### src/rtl/mcm_product_accumulator.sv
// Accumulates COUNT signed products per block into a wide sum and presents the
// block result on a registered valid/ready port, with early flush and overflow flag.
module mcm_product_accumulator #(
  parameter int WIDTH     = 32,
  parameter int ACC_WIDTH = 40,
  parameter int COUNT     = 8,
  localparam int CW       = $clog2(COUNT + 1)
) (
  input  logic                 i_clk,
  input  logic                 i_rst,
  input  logic                 i_valid,
  output logic                 o_ready,
  input  logic [WIDTH-1:0]     i_data0,
  input  logic                 i_flush,
  output logic                 o_valid,
  input  logic                 i_ready,
  output logic [ACC_WIDTH-1:0] o_data0,
  output logic [CW-1:0]        o_count,
  output logic                 o_overflow
);

  localparam logic [0:0] S_ACCUM = 1'b0;
  localparam logic [0:0] S_HOLD  = 1'b1;

  logic [0:0]           state;
  logic [ACC_WIDTH-1:0] acc;
  logic [CW-1:0]        cnt;
  logic                 ovf;

  logic [ACC_WIDTH-1:0] operand;
  logic [ACC_WIDTH-1:0] sum;
  logic                 ovf_now;
  logic                 accept;
  logic                 close;
  logic [ACC_WIDTH-1:0] final_sum;
  logic [CW-1:0]        final_cnt;
  logic                 final_ovf;

  // Both handshake outputs decode directly from the state register, so they
  // carry no combinational path from any input.
  assign o_ready = (state == S_ACCUM);
  assign o_valid = (state == S_HOLD);

  assign operand = ACC_WIDTH'($signed(i_data0));
  assign sum     = acc + operand;
  assign ovf_now = (acc[ACC_WIDTH-1] == operand[ACC_WIDTH-1]) &&
                   (sum[ACC_WIDTH-1] != acc[ACC_WIDTH-1]);
  assign accept  = i_valid && o_ready;

  // A flush with an empty block only closes if a sample lands in the same cycle.
  assign close = (accept && (cnt == CW'(COUNT - 1))) ||
                 (i_flush && o_ready && ((cnt != '0) || accept));

  assign final_sum = accept ? sum : acc;
  assign final_cnt = accept ? cnt + CW'(1) : cnt;
  assign final_ovf = ovf || (accept && ovf_now);

  // NOTE: all state uses non-blocking assignments so every register samples
  // pre-edge values; blocking here would create order-dependent simulation.
  always_ff @(posedge i_clk or posedge i_rst) begin
    if (i_rst) begin
      state      <= S_ACCUM;
      acc        <= '0;
      cnt        <= '0;
      ovf        <= 1'b0;
      o_data0    <= '0;
      o_count    <= '0;
      o_overflow <= 1'b0;
    end else begin
      case (state)
        S_ACCUM: begin
          if (close) begin
            o_data0    <= final_sum;
            o_count    <= final_cnt;
            o_overflow <= final_ovf;
            acc        <= '0;
            cnt        <= '0;
            ovf        <= 1'b0;
            state      <= S_HOLD;
          end else if (accept) begin
            acc <= sum;
            cnt <= cnt + CW'(1);
            ovf <= ovf || ovf_now;
          end
        end
        default: begin
          // Result registers hold until the downstream handshake completes.
          if (i_ready) state <= S_ACCUM;
        end
      endcase
    end
  end

endmodule

### config.mk
export PLATFORM = sky130hd
export DESIGN_NAME = mcm_product_accumulator
export DESIGN_NICKNAME = d
export VERILOG_FILES = /design/src/rtl/mcm_product_accumulator.sv
export SDC_FILE = /design/constraint.sdc
export NUM_CORES = 1
export LEC_CHECK = 0
export BUFFER_PORTS_ARGS = -buffer_cell sky130_fd_sc_hd__buf_2
export CAP_MARGIN = 20
export CELL_PAD_IN_SITES_DETAIL_PLACEMENT = 0
export CELL_PAD_IN_SITES_GLOBAL_PLACEMENT = 1
export CORE_ASPECT_RATIO = 2
export CORE_UTILIZATION = 40
export CTS_CLUSTER_SIZE = 24
export DETAILED_ROUTE_END_ITERATION = 6
export GPL_ROUTABILITY_DRIVEN = 0
export HOLD_SLACK_MARGIN = 0.05
export PLACE_DENSITY = 0.78
export SYNTH_ARGS = -nofsm -noshare
export SYNTH_HDL_FRONTEND = slang
export SYNTH_SLANG_ARGS = --single-unit
### constraint.sdc
create_clock -name i_clk -period 2.8 [get_ports i_clk]
set_input_delay 0.42 -clock i_clk [delete_from_list [all_inputs] [get_ports i_clk]]
set_output_delay 0.42 -clock i_clk [all_outputs]
set_load 0.1 [all_outputs]
==> impl_metrics.env <==
export IMPL_hold_viol=0
export IMPL_port_buffers=83
export IMPL_clockBufferDepth=2
export IMPL_final_common_cell="dfrtp_1"
export IMPL_first_pass_iters=4
export IMPL_hp_class="input port to async pin"
export IMPL_grt_max_degree=49
export IMPL_htreeDepth=3
export IMPL_wire_per_inst_um=17.68
export IMPL_antenna_found_initial=1
export IMPL_whs_ps=207.9
export IMPL_cp_max_fo=3
export IMPL_die_w_um=88.64
export IMPL_syn2layout_area_growth_pct=26.17
export IMPL_wl_um=17950
export IMPL_most_common_layout_cells="90 x dfrtp_1, 83 x buf_2, 71 x nor2_1"
export IMPL_drtIter0Drc=172
export IMPL_clock_skew_ps=8.307
export IMPL_grt_pass1_wl_um=28590
export IMPL_cts_buffers=9
export IMPL_avgViaCountPerCell=5.553
export IMPL_cts_tree="yes"
export IMPL_syn_inst=687
export IMPL_grt_use_total=0.2447
export IMPL_criticalPathCategory="flop to flop"
export IMPL_ys_seq_area_frac=0.3792
export IMPL_ys_flop_type="dfrtp_1"
export IMPL_finalCritPeriodShare=0.9635
export IMPL_layout_drive_gt1_share=0.2650
export IMPL_setup_viol=0
export IMPL_yosysUniqueCellTypes=68
export IMPL_fp_row_count=63
export IMPL_nets=893
export IMPL_die_h_um=175.3
export IMPL_post_place_ws_ps=-224.4
export IMPL_worstSetupEndpointType="flop"
export IMPL_cts_sinks=91
export IMPL_synth_edf_count=0
export IMPL_hpwl_um=13820
export IMPL_finalNonFillerCells=1015
export IMPL_crit_required_ps=3040
export IMPL_clk_latency_ps=360
export IMPL_grt_pass1_vias=5704
export IMPL_maxSlewViolCount=0
export IMPL_yosysWarnings=0
export IMPL_ios=84
export IMPL_coreArea_um2=14740
export IMPL_status="finished clean"
export IMPL_fmax_mhz=370.7
export IMPL_cp_arrival_ps=2930
export IMPL_grt_overflow=0
export IMPL_start_util=0.4074
export IMPL_vias=5636
export IMPL_async_reset_ff_frac=1.000
export IMPL_ant_nets=0
export IMPL_ys_seq_elements=91
export IMPL_layout_min_cycle_time_ps=2698
export IMPL_cts_root_buf="clkbuf_16"
export IMPL_remaining_drc_errors=0
export IMPL_worst_slew_pin_slew_ps=901.1
export IMPL_layout_setup_ws_ps=102.3
export IMPL_syn_area_um2=6005
export IMPL_avgSynthCellArea_um2=8.740
export IMPL_die_area_um2=15540
export IMPL_syn_nets=766
export IMPL_dp_cells=994
export IMPL_clkTransAtPathRegs_ps=70
export IMPL_critPathLaunchType="flop"
export IMPL_maxCapViolations=0
export IMPL_max_slew_margin_rel=0.3993
-- through the flow --
stage | TNS, ps | instance area, um^2 | util
after CTS | 0 | 7472 | 0.5069
after floorplan | -189.8 | 6006 | -
after global placement | -751.4 | 7071 | 0.4797
final | 0 | 7576 | 0.5140
after global routing | -20.12 | 7576 | 0.5140
after detailed placement | -1795 | 7071 | 0.4797
-- cells in the mapped netlist (3+ instances only) --
cell type  instances  area share
xnor2_1           18       0.026
a21o_1            18       0.023
a22o_1            11       0.016
a311o_1            3      0.0050
nor2b_1            6      0.0063
a211oi_1           3      0.0038
o21ai_0           20       0.017
nand3_1           27       0.023
o31ai_1            3      0.0038
a31oi_1           15       0.016
nor3_1            13       0.011
clkbuf_1          30       0.019
or4_1              6      0.0075
o21bai_1           7      0.0088
buf_2              4      0.0033
xor2_1            15       0.022
nor2_1            71       0.044
mux2i_1           14       0.023
and2_1             6      0.0063
and3_1            10       0.010
o21ai_1           21       0.018
buf_1              3      0.0019
dfrtp_1           91        0.38
ha_1              41       0.085
nand2_1           70       0.044
inv_1             23       0.014
nand4_1           16       0.017
a21oi_2            4      0.0058
a21oi_1           62       0.052
o21a_1             7      0.0088
o31ai_2            3      0.0063
-- worst max-delay path, stage by stage, from the launching register on --
cell,delay (ps)
dfrtp_1,360
ha_2,190
inv_2,40
fa_2,380
nor2b_4,130
o211ai_2,110
nand3_2,80
a31o_4,180
a31oi_4,100
o31a_1,390
o31ai_4,280
mux2i_1,240
nand3_1,80
-- layout make-up --
| cell class | instances | area (um^2) |
|---|---|---|
| clock inverter | 7 | 101.3 |
| timing repair buffer | 153 | 965.9 |
| clock buffer | 9 | 225.2 |
| inverter | 23 | 87.58 |
| sequential | 91 | 2278 |
| multi-input combinational | 536 | 3671 |
| tap | 195 | 244.0 |
| antenna | 1 | 2.502 |
| fill | 1433 | 7164 |
-- cell families (layout without fill, tap and decap cells) --
group,count (synthesis),after routing,synth area share
AO/OA/AOI/OAI,205,205,0.2294
XOR/XNOR,33,33,0.04814
adder cells (fa/ha/maj),42,42,0.08877
buffers and inverters,60,192,0.03834
flip-flops,91,91,0.3792
multiplexers,16,16,0.02709
other,0,1,0
AND/OR/NAND/NOR,240,240,0.1890
-- state kept, by name, summed over array words and instances, names as in the netlist --
register,cells
acc,40
o_count,4
o_overflow,1
cnt,4
o_valid,1
o_data0,40
ovf,1
-- what timing repair did --
item | CTS | global route
resized for setup | 7 | 18
buffers inserted | 2 | 2
hold buffers | 0 | 0
pin swaps | 4 | 12
setup endpoints to repair | 3 | 34
-- per-layer routing --
metal | part of all wire | global-route usage | vias to the layer above
met4 | 0.050 | 0.1418 | 0
met5 | 0 | 0 | -
met3 | 0.024 | 0.03477 | 53
met1 | 0.36 | 0.2541 | 2726
li1 | - | - | 2733
met2 | 0.56 | 0.4494 | 124
-- worst paths after layout --
path	start	end	slack (ps)	cells past startpoint
max	acc[0]$_DFFE_PP0N_	o_data0[36]$_DFFE_PP0P_	100	12
min	i_rst	o_count[2]$_DFFE_PP0P_	210	2
max reg2reg	acc[0]$_DFFE_PP0N_	o_data0[36]$_DFFE_PP0P_	100	12
min reg2reg	o_count[2]$_DFFE_PP0P_	o_count[2]$_DFFE_PP0P_	480	2
max in group asynchronous	i_rst	o_data0[18]$_DFFE_PP0P_	1890	3
min in group i_clk	i_ready	o_valid$_DFF_PP0_	230	2
Power is not shown: default switching activity piles up to over one toggle a cycle in this logic, so the estimate is an artifact.
